===== src/rtl/mips_pkg.sv =====
// rtl/mips_pkg.sv - shared state, opcode, funct, ALU and mux-select constants for the multi-cycle MIPS control
package mips_pkg;

    typedef enum logic [3:0] {
        S_IDLE    = 4'd0,
        S_FETCH   = 4'd1,
        S_DECODE  = 4'd2,
        S_MEMADR  = 4'd3,
        S_MEMRD   = 4'd4,
        S_MEMWB   = 4'd5,
        S_MEMWR   = 4'd6,
        S_EXECUTE = 4'd7,
        S_ALUWB   = 4'd8,
        S_BRANCH  = 4'd9,
        S_ADDIEX  = 4'd10,
        S_ADDIWB  = 4'd11,
        S_JUMP    = 4'd12
    } state_e;

    localparam logic [5:0] OP_RTYPE = 6'b000000;
    localparam logic [5:0] OP_LW    = 6'b100011;
    localparam logic [5:0] OP_SW    = 6'b101011;
    localparam logic [5:0] OP_BEQ   = 6'b000100;
    localparam logic [5:0] OP_ADDI  = 6'b001000;
    localparam logic [5:0] OP_J     = 6'b000010;

    localparam logic [5:0] F_ADD = 6'b100000;
    localparam logic [5:0] F_SUB = 6'b100010;
    localparam logic [5:0] F_AND = 6'b100100;
    localparam logic [5:0] F_OR  = 6'b100101;
    localparam logic [5:0] F_SLT = 6'b101010;

    localparam logic [3:0] ALU_ADD = 4'b0010;
    localparam logic [3:0] ALU_SUB = 4'b0110;
    localparam logic [3:0] ALU_AND = 4'b0000;
    localparam logic [3:0] ALU_OR  = 4'b0001;
    localparam logic [3:0] ALU_SLT = 4'b0111;

    localparam logic [1:0] ALU_OP_ADD   = 2'b00;
    localparam logic [1:0] ALU_OP_SUB   = 2'b01;
    localparam logic [1:0] ALU_OP_FUNCT = 2'b10;

    localparam logic [1:0] SRCB_REG    = 2'b00;
    localparam logic [1:0] SRCB_FOUR   = 2'b01;
    localparam logic [1:0] SRCB_IMM    = 2'b10;
    localparam logic [1:0] SRCB_IMM_SH = 2'b11;

    localparam logic [1:0] PC_ALU    = 2'b00;
    localparam logic [1:0] PC_ALUOUT = 2'b01;
    localparam logic [1:0] PC_JUMP   = 2'b10;

endpackage


===== src/rtl/alu_decoder.sv =====
// rtl/alu_decoder.sv - maps FSM alu_op plus funct to the 4-bit ALU control code
module alu_decoder
    import mips_pkg::*;
(
    input  logic [1:0] alu_op,
    input  logic [5:0] funct,
    output logic [3:0] alu_ctrl,
    output logic       funct_illegal
);

    always_comb begin
        alu_ctrl      = ALU_ADD;
        funct_illegal = 1'b0;
        case (alu_op)
            ALU_OP_SUB: alu_ctrl = ALU_SUB;
            ALU_OP_FUNCT: begin
                case (funct)
                    F_ADD:   alu_ctrl = ALU_ADD;
                    F_SUB:   alu_ctrl = ALU_SUB;
                    F_AND:   alu_ctrl = ALU_AND;
                    F_OR:    alu_ctrl = ALU_OR;
                    F_SLT:   alu_ctrl = ALU_SLT;
                    default: funct_illegal = 1'b1;
                endcase
            end
            default: alu_ctrl = ALU_ADD;
        endcase
    end

endmodule


===== src/rtl/mips_mc_control.sv =====
// rtl/mips_mc_control.sv - Moore control FSM sequencing the shared multi-cycle MIPS datapath
module mips_mc_control
    import mips_pkg::*;
#(
    parameter int ALU_CTRL_W = 4
) (
    input  logic                  clk,
    input  logic                  rst_n,
    input  logic [5:0]            opcode,
    input  logic [5:0]            funct,
    input  logic                  zero,
    output logic                  pc_en,
    output logic                  iord,
    output logic                  mem_read,
    output logic                  mem_write,
    output logic                  ir_write,
    output logic                  reg_dst,
    output logic                  mem_to_reg,
    output logic                  reg_write,
    output logic                  alu_src_a,
    output logic [1:0]            alu_src_b,
    output logic [ALU_CTRL_W-1:0] alu_ctrl,
    output logic [1:0]            pc_src,
    output logic                  illegal,
    output logic [3:0]            state_dbg
);

    state_e     state_q, state_d;
    logic       pc_write, branch, alu_on;
    logic [1:0] alu_op;
    logic [3:0] dec_ctrl;
    logic       funct_illegal;

    alu_decoder u_alu_decoder (
        .alu_op        (alu_op),
        .funct         (funct),
        .alu_ctrl      (dec_ctrl),
        .funct_illegal (funct_illegal)
    );

    always_ff @(posedge clk or negedge rst_n) begin
        if (!rst_n) state_q <= S_IDLE;
        else        state_q <= state_d;
    end

    always_comb begin
        state_d    = S_FETCH;
        pc_write   = 1'b0;
        branch     = 1'b0;
        iord       = 1'b0;
        mem_read   = 1'b0;
        mem_write  = 1'b0;
        ir_write   = 1'b0;
        reg_dst    = 1'b0;
        mem_to_reg = 1'b0;
        reg_write  = 1'b0;
        alu_src_a  = 1'b0;
        alu_src_b  = SRCB_REG;
        pc_src     = PC_ALU;
        alu_op     = ALU_OP_ADD;
        alu_on     = 1'b0;
        illegal    = 1'b0;
        case (state_q)
            S_IDLE: state_d = S_FETCH;
            S_FETCH: begin
                mem_read  = 1'b1;
                ir_write  = 1'b1;
                alu_src_b = SRCB_FOUR;
                alu_on    = 1'b1;
                pc_write  = 1'b1;
                state_d   = S_DECODE;
            end
            S_DECODE: begin
                // Speculatively compute the branch target into ALUOut.
                alu_src_b = SRCB_IMM_SH;
                alu_on    = 1'b1;
                case (opcode)
                    OP_LW, OP_SW: state_d = S_MEMADR;
                    OP_RTYPE:     state_d = S_EXECUTE;
                    OP_BEQ:       state_d = S_BRANCH;
                    OP_ADDI:      state_d = S_ADDIEX;
                    OP_J:         state_d = S_JUMP;
                    default:      illegal = 1'b1;
                endcase
            end
            S_MEMADR: begin
                alu_src_a = 1'b1;
                alu_src_b = SRCB_IMM;
                alu_on    = 1'b1;
                state_d   = (opcode == OP_LW) ? S_MEMRD : S_MEMWR;
            end
            S_MEMRD: begin
                iord     = 1'b1;
                mem_read = 1'b1;
                state_d  = S_MEMWB;
            end
            S_MEMWB: begin
                mem_to_reg = 1'b1;
                reg_write  = 1'b1;
            end
            S_MEMWR: begin
                iord      = 1'b1;
                mem_write = 1'b1;
            end
            S_EXECUTE: begin
                alu_src_a = 1'b1;
                alu_op    = ALU_OP_FUNCT;
                alu_on    = 1'b1;
                illegal   = funct_illegal;
                state_d   = S_ALUWB;
            end
            S_ALUWB: begin
                reg_dst   = 1'b1;
                reg_write = 1'b1;
            end
            S_BRANCH: begin
                alu_src_a = 1'b1;
                alu_op    = ALU_OP_SUB;
                alu_on    = 1'b1;
                branch    = 1'b1;
                pc_src    = PC_ALUOUT;
            end
            S_ADDIEX: begin
                alu_src_a = 1'b1;
                alu_src_b = SRCB_IMM;
                alu_on    = 1'b1;
                state_d   = S_ADDIWB;
            end
            S_ADDIWB: reg_write = 1'b1;
            S_JUMP: begin
                pc_src   = PC_JUMP;
                pc_write = 1'b1;
            end
            default: state_d = S_FETCH;
        endcase
    end

    assign pc_en     = pc_write | (branch & zero);
    assign alu_ctrl  = alu_on ? dec_ctrl : '0;
    assign state_dbg = state_q;

endmodule


===== config.mk =====
export PLATFORM = sky130hd
export DESIGN_NAME = mips_mc_control
export DESIGN_NICKNAME = d
export VERILOG_FILES = /design/src/rtl/mips_pkg.sv /design/src/rtl/alu_decoder.sv /design/src/rtl/mips_mc_control.sv
export SDC_FILE = /design/constraint.sdc
export NUM_CORES = 1
export LEC_CHECK = 0
export CAP_MARGIN = 25
export CORE_ASPECT_RATIO = 0.75
export CORE_MARGIN = 1.5
export CORE_UTILIZATION = 25
export DETAILED_ROUTE_END_ITERATION = 10
export PLACE_DENSITY = 0.64
export SLEW_MARGIN = 15
export SYNTH_ARGS = -nofsm -noshare
export SYNTH_HDL_FRONTEND = slang
export SYNTH_SLANG_ARGS = --single-unit

===== constraint.sdc =====
create_clock -name clk -period 2.1 [get_ports clk]
set_clock_uncertainty 0.05 [all_clocks]
set_input_delay 0.21 -clock clk [delete_from_list [all_inputs] [get_ports clk]]
set_output_delay 0.21 -clock clk [all_outputs]
set_load 0.005 [all_outputs]

Word-level counts from Yosys, hierarchy flattened
Cells that the tools add are included.

Eq/ne operators: 24. Muxes and demuxes: 24. Bitwise gates (word level): 2. Reduce and logical (&&, ||, !) cells: 11.

Operators by type and width (number): $eq A6 B6 Y1 const B (7); $pmux W4 S6 (1); $eq A4 B4 Y1 const B (5); $pmux W4 S5 (1); $eq A4 B3 Y1 const B (4); $mux W1 (14); $pmux W3 S4 (1); $reduce_or A6 Y1 (2); $reduce_or A2 Y1 (5); $eq A4 B2 Y1 const B (2); $pmux W2 S2 (2); $pmux W4 S2 (1); $eq A6 B2 Y1 const B (1); $eq A6 B3 Y1 const B (1); $eq A6 B4 Y1 const B (1); $logic_not A6 Y1 (1); $pmux W2 S3 (1); $reduce_or A5 Y1 (1); $eq A4 B1 Y1 const B (1); $mux W4 (1); $reduce_or A4 Y1 (1); $reduce_or A3 Y1 (1); $eq A2 B1 Y1 const B (1); $eq A2 B2 Y1 const B (1); 4 further kinds (4).

Flip-flop bits (word level): 4. Input port bits: 15.

Longest topological paths before layout
Word-level depth: 5. Mapped depth: 7.

Cells and area by module
A second synthesis with hierarchy kept.

Cell total of the unflattened synthesis: 100. Area total of the unflattened synthesis: 705.7 um^2.

Modules (own cells, without submodules): mips_mc_control (times used 1, cells each 78, area an instance 545.5 um^2, sequential area each 100.1 um^2); alu_decoder (times used 1, cells each 22, area an instance 160.2 um^2, sequential area each 0.0 um^2).

Worst setup path before layout
OpenSTA, ideal clock, no wires.

Kind: reg-to-output. Start point: reg state_q[1], in the netlist state_dbg[1]. End point: out alu_ctrl[0]. Data arrival time: 1.676 ns. Required time: 1.840 ns. Slack: 0.164 ns. Cell stages (with the launch flop): 7. Buffers on the path: 1. Cell sequence: dfrtp_1 -> clkbuf_1 -> nand2b_1 -> or2_2 -> ha_1 -> nand2_1 -> a211oi_2.

Cells in the longest elaborated chain, start to end: 5.

Ends and longest elaborated chain: from (decl) (line mips_mc_control.sv:28) `state_e state_q, state_d;`; from (signal assigned) (line mips_mc_control.sv:43) `else state_q <= state_d;`; $eq A4 B4 Y1 or $eq A4 B3 Y1 (tied branches) (line mips_mc_control.sv:63) `case (state_q)`; $pmux W2 S2 (line mips_mc_control.sv:63); $eq A2 B2 Y1 or $eq A2 B1 Y1 (tied branches) (line alu_decoder.sv:14) `case (alu_op)`; $pmux W4 S2 (line alu_decoder.sv:14); $mux W4 (*) (line mips_mc_control.sv:139) `assign alu_ctrl = alu_on ? dec_ctrl : '0;`; to (decl) (line mips_mc_control.sv:22) `output logic [ALU_CTRL_W-1:0] alu_ctrl,`.

Every way passes the cells marked *; elsewhere a longest branch is shown, timed or not.

Worst setup path after layout
Start point: in funct[5]. End point: out alu_ctrl[0].

Cells in the longest elaborated chain, start to end: 4.

Ends and longest elaborated chain: from (decl) (line mips_mc_control.sv:10) `input logic [5:0] funct,`; $eq A6 B6 Y1 (line alu_decoder.sv:17) `case (funct)`; $pmux W3 S4 (*) (line alu_decoder.sv:17); $pmux W4 S2 (*) (line alu_decoder.sv:14); $mux W4 (*) (line mips_mc_control.sv:139).

Marks and branches as above.

==> impl_metrics.yaml <==
outcome:
  status: "complete, but fails checks"
  violations: "negative setup slack"
finish:
  antenna-diode-count: 0
  fillers: 256
  multiInputGateArea_um2: 534.3
  layout-drive-gt1-share: 0.3245
  fin_util: 0.5428
  synthToLayoutAreaGrowth_pct: 96.95
  final_cells: 185
  final_nets: 171
  design_area_mm2: 0.001294
  ff_latch_area_um2: 100.1
  largest_reg_flops: 4
route:
  routedWlPerCell_um: 12.08
  viasPerCell: 4.805
  dr.pass1.iters: 4
  drt-total-wl_mm: 2.235
  num_vias: 889
  drc: 0
  drtIter0Drc: 45
  ant_nets: 0
worst_setup_path:
  critPathKind: "input port to output port"
  cpLargestDelayFamily: "simple AND/OR/NAND/NOR gates"
  worstSetupStartpointType: "input port"
  timing.rr.start: "state_dbg[1]"
  cp_max_fo: 2
  worstSetupEndpointType: "output port"
  worstPathCellList: "clkdlybuf4s50_1, or4b_4, or3_4, a211oi_2, buf_2"
  ff2ff_path_depth: 5
  cp_slowest_cell: "clkdlybuf4s50_1"
  worstPathRequired_ns: 1.84
  cpPeakStageDelay_ns: 0.49
  reg2reg_to: "state_dbg[1]"
  critPathArrivalTime_ns: 1.85
  rrSetupSlack_ns: 0.47
  path_buf_inv: 2
power_and_ir_drop:
  p_comb_frac: 0.829
  seq_power_share: 0.100
  power_leakage_nw: 0.5819
  finalPower_mw: 1.434
  power_switching_uw: 572.6
  power.density_mw_per_mm2: 1109
  netSwitchingFraction: 0.3993
  p_clk_frac: 0.071
  power.internal_uw: 861.6
  ir_drop_uv: 444.3
synth:
  syn_inst: 91
  avgSynthCellArea_um2: 7.218
  ys_ff_latch: 4
  syn_nets: 109
  synth_async_sr_flop_share: 1.000
  yosysWarnings: 0
  yosysSeqAreaShare: 0.1524
  ys.flop_type: "dfrtp_1"
  syn_area_um2: 656.9
  synth_edf_count: 0
  synth_cell_type_count: 41
floorplan:
  die_w_um: 62.19
  core_mm2: 0.002384
  initial_utilization: 0.2756
  die_h_um: 47.39
  ioPinCount: 37
  num_rows: 15
  dieArea_mm2: 0.002947
clocking:
  cts_buffers: 3
  clockBufferDepth: 2
  cts_tree: "built"
  h-tree-depth: 1
  cts_sinks: 4
  clk_latency_ns: 0.25
  cts_root_buf: "clkbuf_4"
  clkTransAtPathRegs_ns: 0.04
timing:
  setup_slack_ns: -0.01302
  setup_viol: 1
  finalCriticalPeriod_ns: 2.113
  finalMaxSlewViolations: 0
  timing.hold.ws_ns: 0.1165
  fin_setup_tns_ns: -0.01302
  fin_crit_sh: 1.006
  hold_viol: 0
  fmax_ghz: 0.4733
  rsz0062_at_grt: "yes"
place:
  place_congestion: 0.7586
  placed_cell_area_mm2: 0.001220
  placed_cells: 180
  dpl.hpwl_mm: 1.790
  port_buffers: 35
  pre_cts_slack_ns: -0.4848
flow_run:
  maxCapViolCount: 0
grt:
  grt-ovfl-total: 0
  grt_first_pass_wirelength_mm: 3.588
  first_global_vias: 802
  grt_antenna_before_repair: 0
  grt_start_max_net_pins: 17
  grt_usage: 0.1552
worst_hold_path:
  min_path_type: "input port to async pin"
cell usage in the layout (no fill, tap or decap), types with 2 or more instances in the layout:
cell type        netlist  final
clkbuf_4               0      3
or3_1                  4      3
nand2b_1               5      4
nor3_1                 4      4
or4_1                  3      3
nand3_1                2      2
nor2_1                 5      5
dlymetal6s2s_1         0      4
buf_4                  1     26
buf_6                  0      3
o21ai_0                8      7
ha_1                   3      2
dfrtp_1                4      4
xnor2_1                5      4
dlygate4sd2_1          0      5
nand2_1                2      2
inv_1                  7      7
a31oi_1                2      2
clkbuf_2               0      2
a21oi_1                5      4
clkdlybuf4s50_1        0     23
cells in the mapped netlist (2+ instances only):
library cell / number / area share
o21ai_0: 8 / 0.061
buf_2: 2 / 0.015
inv_1: 7 / 0.040
a31oi_1: 2 / 0.019
ha_1: 3 / 0.057
nor3_1: 4 / 0.030
nand2_1: 2 / 0.011
nor3b_1: 2 / 0.023
nand2b_1: 5 / 0.048
or3_1: 4 / 0.038
or2_2: 2 / 0.019
nor2_1: 5 / 0.029
xnor2_1: 5 / 0.067
clkbuf_1: 3 / 0.017
or4_1: 3 / 0.034
a21oi_1: 5 / 0.038
dfrtp_1: 4 / 0.15
nand3_1: 2 / 0.015
repair_timing:
action / 4_1_cts / 5_1_grt
resized for setup: 20 / 13
hold buffers: 0 / 0
setup buffers: 2 / 0
setup endpoints to repair: 8 / 8
cloned: 0 / 0
pin swaps: 2 / 0
power groups by stage:
stage                     Combinational [mW]  Sequential (mW)  Clock (mW)
after floorplan                        0.489            0.156           0
after global placement                  1.14            0.140           0
after detailed placement                1.17            0.141           0
after CTS                               1.19            0.143       0.103
after global routing                    1.31            0.147       0.109
final                                   1.19            0.143       0.101
cell type report:
type / instances / area share
flip-flops and latches: 4 / 0.07737
clock buffers: 3 / 0.01741
repair buffers: 64 / 0.4391
inverters: 7 / 0.02031
multi-input cells: 73 / 0.4130
well taps: 34 / 0.03288
how the worst max path moves through the flow:
stage / slack, ns / from / end / cells past startpoint
finish: -0.01 / funct[5] / alu_ctrl[0] / 5
global route: -0.07 / state_dbg[2] / alu_ctrl[1] / 8
CTS: -0.02 / state_dbg[2] / alu_ctrl[2] / 7
detailed placement: -0.48 / funct[1] / alu_ctrl[0] / 5
global placement: -0.38 / funct[1] / alu_ctrl[0] / 5
floorplan: 0.16 / state_dbg[1] / alu_ctrl[0] / 6
worst reg2reg max path, stage by stage (launching register included):
cell,delay [ns]
dfrtp_1,0.33
buf_4,0.12
buf_6,0.16
nand4_1,0.08
or4_1,0.40
a311o_1,0.36
routing by layer:
layer / global-route usage / routed length [um] / vias up
li1: - / - / 456
met1: 0.1991 / 1006 / 407
met2: 0.2826 / 1112 / 23
met3: 0.02638 / 95 / 3
met4: 0.04000 / 21 / 0
met5: 0 / 0 / -
logic make-up (layout without fill, tap and decap cells):
kind of cell	after synthesis	count (layout)	share of synthesized area
AO/OA/AOI/OAI	25	25	0.2553
XOR/XNOR	6	6	0.08000
adder cells (fa/ha/maj)	3	3	0.05715
buffers and inverters	14	74	0.08953
flip-flops	4	4	0.1524
other	1	1	0.005709
AND/OR/NAND/NOR	38	38	0.3600
No activity file was read; power rests on OpenSTA's default activity.
